===== src/rtl/pgm_ddram_arbiter_if.sv =====
// pgm_ddram_arbiter_if: client and DDRAM bus bundle for the PGM DDRAM arbiter
//   slave  : arbiter view (takes client requests, drives DDRAM commands)
//   master : environment view (clients + DDRAM controller)
//   wr_*            ROM download writer: level req, word addr, data, byte enables, ack pulse
//   rd_*            two read clients: level req[1:0], word addrs, shared data, per-client valid pulse
//   ddram_*         single-beat DDRAM command/data port
interface pgm_ddram_arbiter_if;
    logic        wr_req;
    logic [28:0] wr_addr;
    logic [63:0] wr_data;
    logic [7:0]  wr_be;
    logic        wr_ack;
    logic [1:0]  rd_req;
    logic [28:0] rd_addr0;
    logic [28:0] rd_addr1;
    logic [63:0] rd_data;
    logic [1:0]  rd_valid;
    logic [28:0] ddram_addr;
    logic [3:0]  ddram_burstcnt;
    logic        ddram_busy;
    logic        ddram_rd;
    logic        ddram_we;
    logic [63:0] ddram_din;
    logic [7:0]  ddram_be;
    logic [63:0] ddram_dout;
    logic        ddram_dout_ready;

    modport slave (
        input  wr_req, wr_addr, wr_data, wr_be, rd_req, rd_addr0, rd_addr1,
               ddram_busy, ddram_dout, ddram_dout_ready,
        output wr_ack, rd_data, rd_valid, ddram_addr, ddram_burstcnt,
               ddram_rd, ddram_we, ddram_din, ddram_be
    );

    modport master (
        output wr_req, wr_addr, wr_data, wr_be, rd_req, rd_addr0, rd_addr1,
               ddram_busy, ddram_dout, ddram_dout_ready,
        input  wr_ack, rd_data, rd_valid, ddram_addr, ddram_burstcnt,
               ddram_rd, ddram_we, ddram_din, ddram_be
    );
endinterface


===== src/rtl/pgm_ddram_arbiter.sv =====
// pgm_ddram_arbiter: shares one DDRAM port between the ROM writer and two read clients
//   clk        system clock, forwarded as ddram_clk
//   reset_n    asynchronous active-low reset
//   ddram_clk  copy of clk for the DDRAM port
//   bus        client/DDRAM bundle (slave modport)
// One single-beat transaction in flight; the writer beats the readers, readers round-robin.
module pgm_ddram_arbiter #(
    parameter logic [28:0] BASE_WORD = 29'h0600_0000
) (
    input  logic                        clk,
    input  logic                        reset_n,
    output logic                        ddram_clk,
    pgm_ddram_arbiter_if.slave          bus
);
    typedef enum logic [1:0] {IDLE, WRITE, READ, RWAIT} state_t;

    state_t state;
    logic   gnt;
    logic   last_grant;
    logic   pick;

    assign ddram_clk          = clk;
    assign bus.ddram_burstcnt = 4'd1;

    // with both readers asking, serve the one that did not go last
    assign pick = (bus.rd_req == 2'b11) ? ~last_grant : bus.rd_req[1];

    always_ff @(posedge clk or negedge reset_n) begin
        if (!reset_n) begin
            state          <= IDLE;
            gnt            <= 1'b0;
            last_grant     <= 1'b1;
            bus.wr_ack     <= 1'b0;
            bus.rd_valid   <= 2'b00;
            bus.rd_data    <= '0;
            bus.ddram_rd   <= 1'b0;
            bus.ddram_we   <= 1'b0;
            bus.ddram_addr <= '0;
            bus.ddram_din  <= '0;
            bus.ddram_be   <= '0;
        end else begin
            bus.wr_ack   <= 1'b0;
            bus.rd_valid <= 2'b00;
            case (state)
                // no arbitration while an ack/valid is out, so the served
                // requester gets that cycle to drop its request
                IDLE: if (!(bus.wr_ack || |bus.rd_valid)) begin
                    if (bus.wr_req) begin
                        state          <= WRITE;
                        bus.ddram_we   <= 1'b1;
                        bus.ddram_addr <= BASE_WORD + bus.wr_addr;
                        bus.ddram_din  <= bus.wr_data;
                        bus.ddram_be   <= bus.wr_be;
                    end else if (|bus.rd_req) begin
                        state          <= READ;
                        gnt            <= pick;
                        bus.ddram_rd   <= 1'b1;
                        bus.ddram_addr <= BASE_WORD + (pick ? bus.rd_addr1 : bus.rd_addr0);
                    end
                end
                WRITE: if (!bus.ddram_busy) begin
                    bus.ddram_we <= 1'b0;
                    bus.wr_ack   <= 1'b1;
                    state        <= IDLE;
                end
                READ: if (!bus.ddram_busy) begin
                    bus.ddram_rd <= 1'b0;
                    last_grant   <= gnt;
                    state        <= RWAIT;
                end
                RWAIT: if (bus.ddram_dout_ready) begin
                    bus.rd_data  <= bus.ddram_dout;
                    bus.rd_valid <= gnt ? 2'b10 : 2'b01;
                    state        <= IDLE;
                end
            endcase
        end
    end
endmodule


===== src/flat_wrapper.sv =====
// flat-port wrapper written by rule: the top's interface ports become plain ports
module pgm_ddram_arbiter_flat 
#(
    parameter logic [28:0] BASE_WORD = 29'h0600_0000
)
  (clk, reset_n, ddram_clk, bus_wr_req, bus_wr_addr, bus_wr_data, bus_wr_be, bus_rd_req, bus_rd_addr0, bus_rd_addr1, bus_ddram_busy, bus_ddram_dout, bus_ddram_dout_ready, bus_wr_ack, bus_rd_data, bus_rd_valid, bus_ddram_addr, bus_ddram_burstcnt, bus_ddram_rd, bus_ddram_we, bus_ddram_din, bus_ddram_be);
  pgm_ddram_arbiter_if bus_i ();
  input  logic clk;
  input  logic reset_n;
  output logic ddram_clk;
  input wire logic [$bits(bus_i.wr_req)-1:0] bus_wr_req;
  input wire logic [$bits(bus_i.wr_addr)-1:0] bus_wr_addr;
  input wire logic [$bits(bus_i.wr_data)-1:0] bus_wr_data;
  input wire logic [$bits(bus_i.wr_be)-1:0] bus_wr_be;
  input wire logic [$bits(bus_i.rd_req)-1:0] bus_rd_req;
  input wire logic [$bits(bus_i.rd_addr0)-1:0] bus_rd_addr0;
  input wire logic [$bits(bus_i.rd_addr1)-1:0] bus_rd_addr1;
  input wire logic [$bits(bus_i.ddram_busy)-1:0] bus_ddram_busy;
  input wire logic [$bits(bus_i.ddram_dout)-1:0] bus_ddram_dout;
  input wire logic [$bits(bus_i.ddram_dout_ready)-1:0] bus_ddram_dout_ready;
  output wire logic [$bits(bus_i.wr_ack)-1:0] bus_wr_ack;
  output wire logic [$bits(bus_i.rd_data)-1:0] bus_rd_data;
  output wire logic [$bits(bus_i.rd_valid)-1:0] bus_rd_valid;
  output wire logic [$bits(bus_i.ddram_addr)-1:0] bus_ddram_addr;
  output wire logic [$bits(bus_i.ddram_burstcnt)-1:0] bus_ddram_burstcnt;
  output wire logic [$bits(bus_i.ddram_rd)-1:0] bus_ddram_rd;
  output wire logic [$bits(bus_i.ddram_we)-1:0] bus_ddram_we;
  output wire logic [$bits(bus_i.ddram_din)-1:0] bus_ddram_din;
  output wire logic [$bits(bus_i.ddram_be)-1:0] bus_ddram_be;
  assign bus_i.wr_req = bus_wr_req;
  assign bus_i.wr_addr = bus_wr_addr;
  assign bus_i.wr_data = bus_wr_data;
  assign bus_i.wr_be = bus_wr_be;
  assign bus_i.rd_req = bus_rd_req;
  assign bus_i.rd_addr0 = bus_rd_addr0;
  assign bus_i.rd_addr1 = bus_rd_addr1;
  assign bus_i.ddram_busy = bus_ddram_busy;
  assign bus_i.ddram_dout = bus_ddram_dout;
  assign bus_i.ddram_dout_ready = bus_ddram_dout_ready;
  assign bus_wr_ack = bus_i.wr_ack;
  assign bus_rd_data = bus_i.rd_data;
  assign bus_rd_valid = bus_i.rd_valid;
  assign bus_ddram_addr = bus_i.ddram_addr;
  assign bus_ddram_burstcnt = bus_i.ddram_burstcnt;
  assign bus_ddram_rd = bus_i.ddram_rd;
  assign bus_ddram_we = bus_i.ddram_we;
  assign bus_ddram_din = bus_i.ddram_din;
  assign bus_ddram_be = bus_i.ddram_be;
  pgm_ddram_arbiter #(.BASE_WORD(BASE_WORD)) u_core (.clk(clk), .reset_n(reset_n), .ddram_clk(ddram_clk), .bus(bus_i));
endmodule

===== config.mk =====
export PLATFORM = sky130hd
export DESIGN_NAME = pgm_ddram_arbiter_flat
export DESIGN_NICKNAME = d
export VERILOG_FILES = /design/src/rtl/pgm_ddram_arbiter_if.sv /design/src/rtl/pgm_ddram_arbiter.sv /design/src/flat_wrapper.sv
export SDC_FILE = /design/constraint.sdc
export NUM_CORES = 1
export LEC_CHECK = 0
export BUFFER_PORTS_ARGS = -buffer_cell sky130_fd_sc_hd__buf_2
export CORE_UTILIZATION = 30
export CTS_CLUSTER_DIAMETER = 30
export DETAILED_ROUTE_END_ITERATION = 6
export HOLD_SLACK_MARGIN = 0.02
export REMOVE_ABC_BUFFERS = 1
export SETUP_SLACK_MARGIN = 0.5
export SYNTH_ARGS = -nofsm -noshare
export SYNTH_HDL_FRONTEND = slang
export SYNTH_SLANG_ARGS = --single-unit

===== constraint.sdc =====
create_clock -name clk -period 2.25 [get_ports clk]
set_input_delay 0 -clock clk [delete_from_list [all_inputs] [get_ports clk]]
set_output_delay 0 -clock clk [all_outputs]
set_load 0.02 [all_outputs]

==> flow_summary.json <==
{
  "synth_common_cells": "dfrtp_1, mux2_2, nor2_1, o21ai_0, nand2_1",
  "dp_slack_ns": 0.4170,
  "dpl.hpwl_um": 13940,
  "vdd_drop_max_mv": 0.8236,
  "crit_chain": "or3_4 -> nor3_4 -> nand2_4 -> buf_16 -> mux2_2",
  "avgSynthCellArea_sq_um": 13.53,
  "grt_max_degree": 68,
  "p_leak_uw": 0.006184,
  "yosysTopAreaCell": "dfrtp_1",
  "cp_num_buf_inv": 1,
  "io_pins": 405,
  "first_pass_iters": 4,
  "async_flop_share_pct": 100.0,
  "grt_pass1_wl_um": 35220,
  "drc": 0,
  "layout-drive-gt1-share_pct": 51.62,
  "grt-ovfl-total": 0,
  "multi_input_area_sq_mm": 0.002636,
  "nets": 1390,
  "slowest_stage": "or3_4",
  "yosysWarnings": 0,
  "max_slew_margin_pct": 57.95,
  "io_buffer_count": 400,
  "seq_area_sq_mm": 0.004358,
  "synth_most_common_cell": "dfrtp_1",
  "final_area_sq_mm": 0.01261,
  "via_count": 6602,
  "layout_worst_path_cycle_share_pct": 79.10,
  "synth_top_area_share_pct": 60.36,
  "fp.dieH_um": 156.6,
  "drt_iter0_markers": 282,
  "end_kind": "register",
  "status": "completed",
  "cts_tree": "built",
  "rsz0062_at_grt": "yes",
  "areaGrowthSynthToFinish_pct": 75.80,
  "wire_per_inst_um": 15.73,
  "skew_ns": 0.01806,
  "route.antenna.remaining_nets": 0,
  "synth_top_family_by_area": "multiplexers",
  "min_path_cells": 5,
  "syn-cell-area_sq_mm": 0.007172,
  "rows": 56,
  "grt_pass1_vias": 7032,
  "nFillCells": 1994,
  "antenna_found_initial": 0,
  "setup_violations": 0,
  "critPathKind": "reg -> reg",
  "fin_crit_ns": 1.780,
  "place_area_sq_mm": 0.009535,
  "syn_inst": 530,
  "rrSetupSlack_ns": 0.47,
  "worst_skew_pair.late_latency_ns": 0.53,
  "r2r_end": "u_core.bus.ddram_din[61]$_DFFE_PN0P_",
  "synth-compound-area-share_pct": 4.937,
  "routed_wl_um": 23460,
  "synth_flop_cell": "dfrtp_1",
  "hold_class": "in -> reg",
  "synthMuxAreaShare_pct": 26.03,
  "max_freq_mhz": 561.9,
  "path_delay_family": "simple AND/OR/NAND/NOR gates",
  "critPathMaxStageDelay_ns": 0.41,
  "cp_data_arrival_time_ns": 2.18,
  "crit_fanout": 37,
  "startpoint_type": "register",
  "n_antenna_cell": 0,
  "worst_slack_ns": 0.4702,
  "crit_start": "u_core.bus.rd_valid[1]$_DFF_PN0_",
  "synth_area_leaders": "dfrtp_1, mux2_2, mux2i_1",
  "hold_viol": 0,
  "maxCapViolCount": 0,
  "grtUsageTotal_pct": 18.64,
  "synth_adder_area_share_pct": 0.1745,
  "synth-edff-count": 0,
  "clkTransAtPathRegs_ns": 0.07,
  "core_area_sq_mm": 0.02347,
  "worstHoldStart": "bus_rd_addr0[25]",
  "synth_cell_types": 29,
  "power_density_mw_per_mm2": 1272,
  "critical_path_required_ns": 2.65,
  "ys_seq_elements": 174,
  "tightest_slew_ns": 0.6307,
  "synthSimpleGateAreaFrac_pct": 4.379,
  "min_to": "u_core.bus.ddram_addr[25]$_DFFE_PN0P_",
  "r2r-start": "u_core.bus.rd_valid[1]$_DFF_PN0_",
  "die_x_um": 156.6,
  "initial_core_util_pct": 30.55,
  "vias_per_cell": 4.428,
  "fin_worst_hold_slack_ns": 0.03706,
  "place.gp.congestion": 0.7474,
  "reg2reg_depth": 5,
  "synth-seq-area-share_pct": 60.73,
  "synth_xor_area_share_pct": 0.2442,
  "final_max_slew_viol_count": 0,
  "dieArea_sq_mm": 0.02453
}
-- worst min-delay path: cells and delay by family --
family | cells | cell delay (ns)
simple gates | 1 | 0.07
buf+inv | 1 | 0.10
compound gates | 1 | 0.11
mux | 2 | 0.25
-- area by class of cell --
cell class                      instances  area share [%]
Clock inverter                         13           1.141
Timing Repair Buffer                  640           35.90
Tap cell                              319           3.166
Multi-Input combinational cell        319           20.91
Clock buffer                           23           4.227
Inverter                                3         0.08931
Sequential cell                       174           34.56
-- through the flow --
stage / std cells / util, % / setup TNS (ns) / power, uW
6_report: 1491 / 53.72 / 0 / 16040
5_1_grt: 1491 / 53.72 / 0 / 16980
4_1_cts: 1487 / 53.36 / 0 / 15910
3_5_place_dp: 1224 / 40.62 / 0 / 12200
3_3_place_gp: 1224 / 40.62 / 0 / 12060
2_1_floorplan: 496 / - / -83.50 / 9653
-- state kept, by name, summed over array words and instances (netlist names) --
register               count
u_core.bus.ddram_addr     29
u_core.bus.ddram_be        8
u_core.bus.ddram_din      64
u_core.bus.ddram_rd        1
u_core.bus.ddram_we        1
u_core.bus.rd_data        64
u_core.bus.rd_valid        2
u_core.bus.wr_ack          1
u_core.gnt                 1
u_core.last_grant          1
u_core.state               2
-- logic make-up after synthesis --
group | count (synthesis)
XOR/XNOR | 2
multiplexers | 169
AO/OA/AOI/OAI | 68
AND/OR/NAND/NOR | 75
buffers and inverters | 39
other | 2
adder cells (fa/ha/maj) | 1
flip-flops | 174
-- cell usage in the layout, fill, tap and decap left out, types with 2 or more instances in the layout --
cell type / synthesis / routed
dfrtp_1: 173 / 171
clkinv_8: 0 / 3
clkbuf_8: 1 / 2
buf_2: 10 / 399
inv_1: 3 / 3
buf_4: 8 / 6
mux2i_2: 0 / 2
or3_4: 1 / 2
clkinv_4: 0 / 3
inv_8: 0 / 3
nand2_1: 31 / 31
buf_6: 6 / 2
conb_1: 2 / 4
dlygate4sd3_1: 0 / 224
inv_6: 0 / 4
mux2i_1: 29 / 27
a21oi_1: 29 / 29
mux2_2: 140 / 140
nor2_1: 36 / 36
buf_12: 0 / 6
o21ai_0: 35 / 31
xnor2_1: 2 / 2
o21ai_1: 0 / 4
dfrtp_2: 0 / 2
buf_16: 0 / 2
clkbuf_16: 0 / 22
-- report_power, final --
part | switching (uW) | total, uW | internal, uW
registers | 837 | 5540 | 4700
logic | 4040 | 7250 | 3210
clock network | 1460 | 3240 | 1790
-- how the worst max path moves through the flow --
stage | end | slack [ns] | cells after the start
after global placement | u_core.bus.ddram_addr[4]$_DFFE_PN0P_ | 0.47 | 6
after floorplan | u_core.bus.ddram_addr[25]$_DFFE_PN0P_ | -1.11 | 2
after detailed placement | u_core.bus.ddram_addr[7]$_DFFE_PN0P_ | 0.42 | 6
final | u_core.bus.ddram_din[61]$_DFFE_PN0P_ | 0.47 | 5
after global routing | u_core.bus.ddram_din[61]$_DFFE_PN0P_ | 0.37 | 5
after CTS | u_core.bus.ddram_din[58]$_DFFE_PN0P_ | 0.47 | 5
-- per-layer routing --
layer  global-route usage (%)  up-vias  wire length, um
li1                         -     3084                -
met3                    5.262       56             1435
met1                    20.04     3190             9116
met5                        0        -                0
met2                    33.74      272            12240
met4                    8.590        0              672
-- what timing repair did --
action                                 in CTS  in global routing
setup endpoints to repair                  98                112
gates resized for setup                     6                  9
buffers inserted                            3                  1
pin swaps                                   1                  0
gates cloned                                1                  3
hold buffers                              224                  0
endpoints found under the hold margin     345                  0
(Power assumes the default switching activity.)
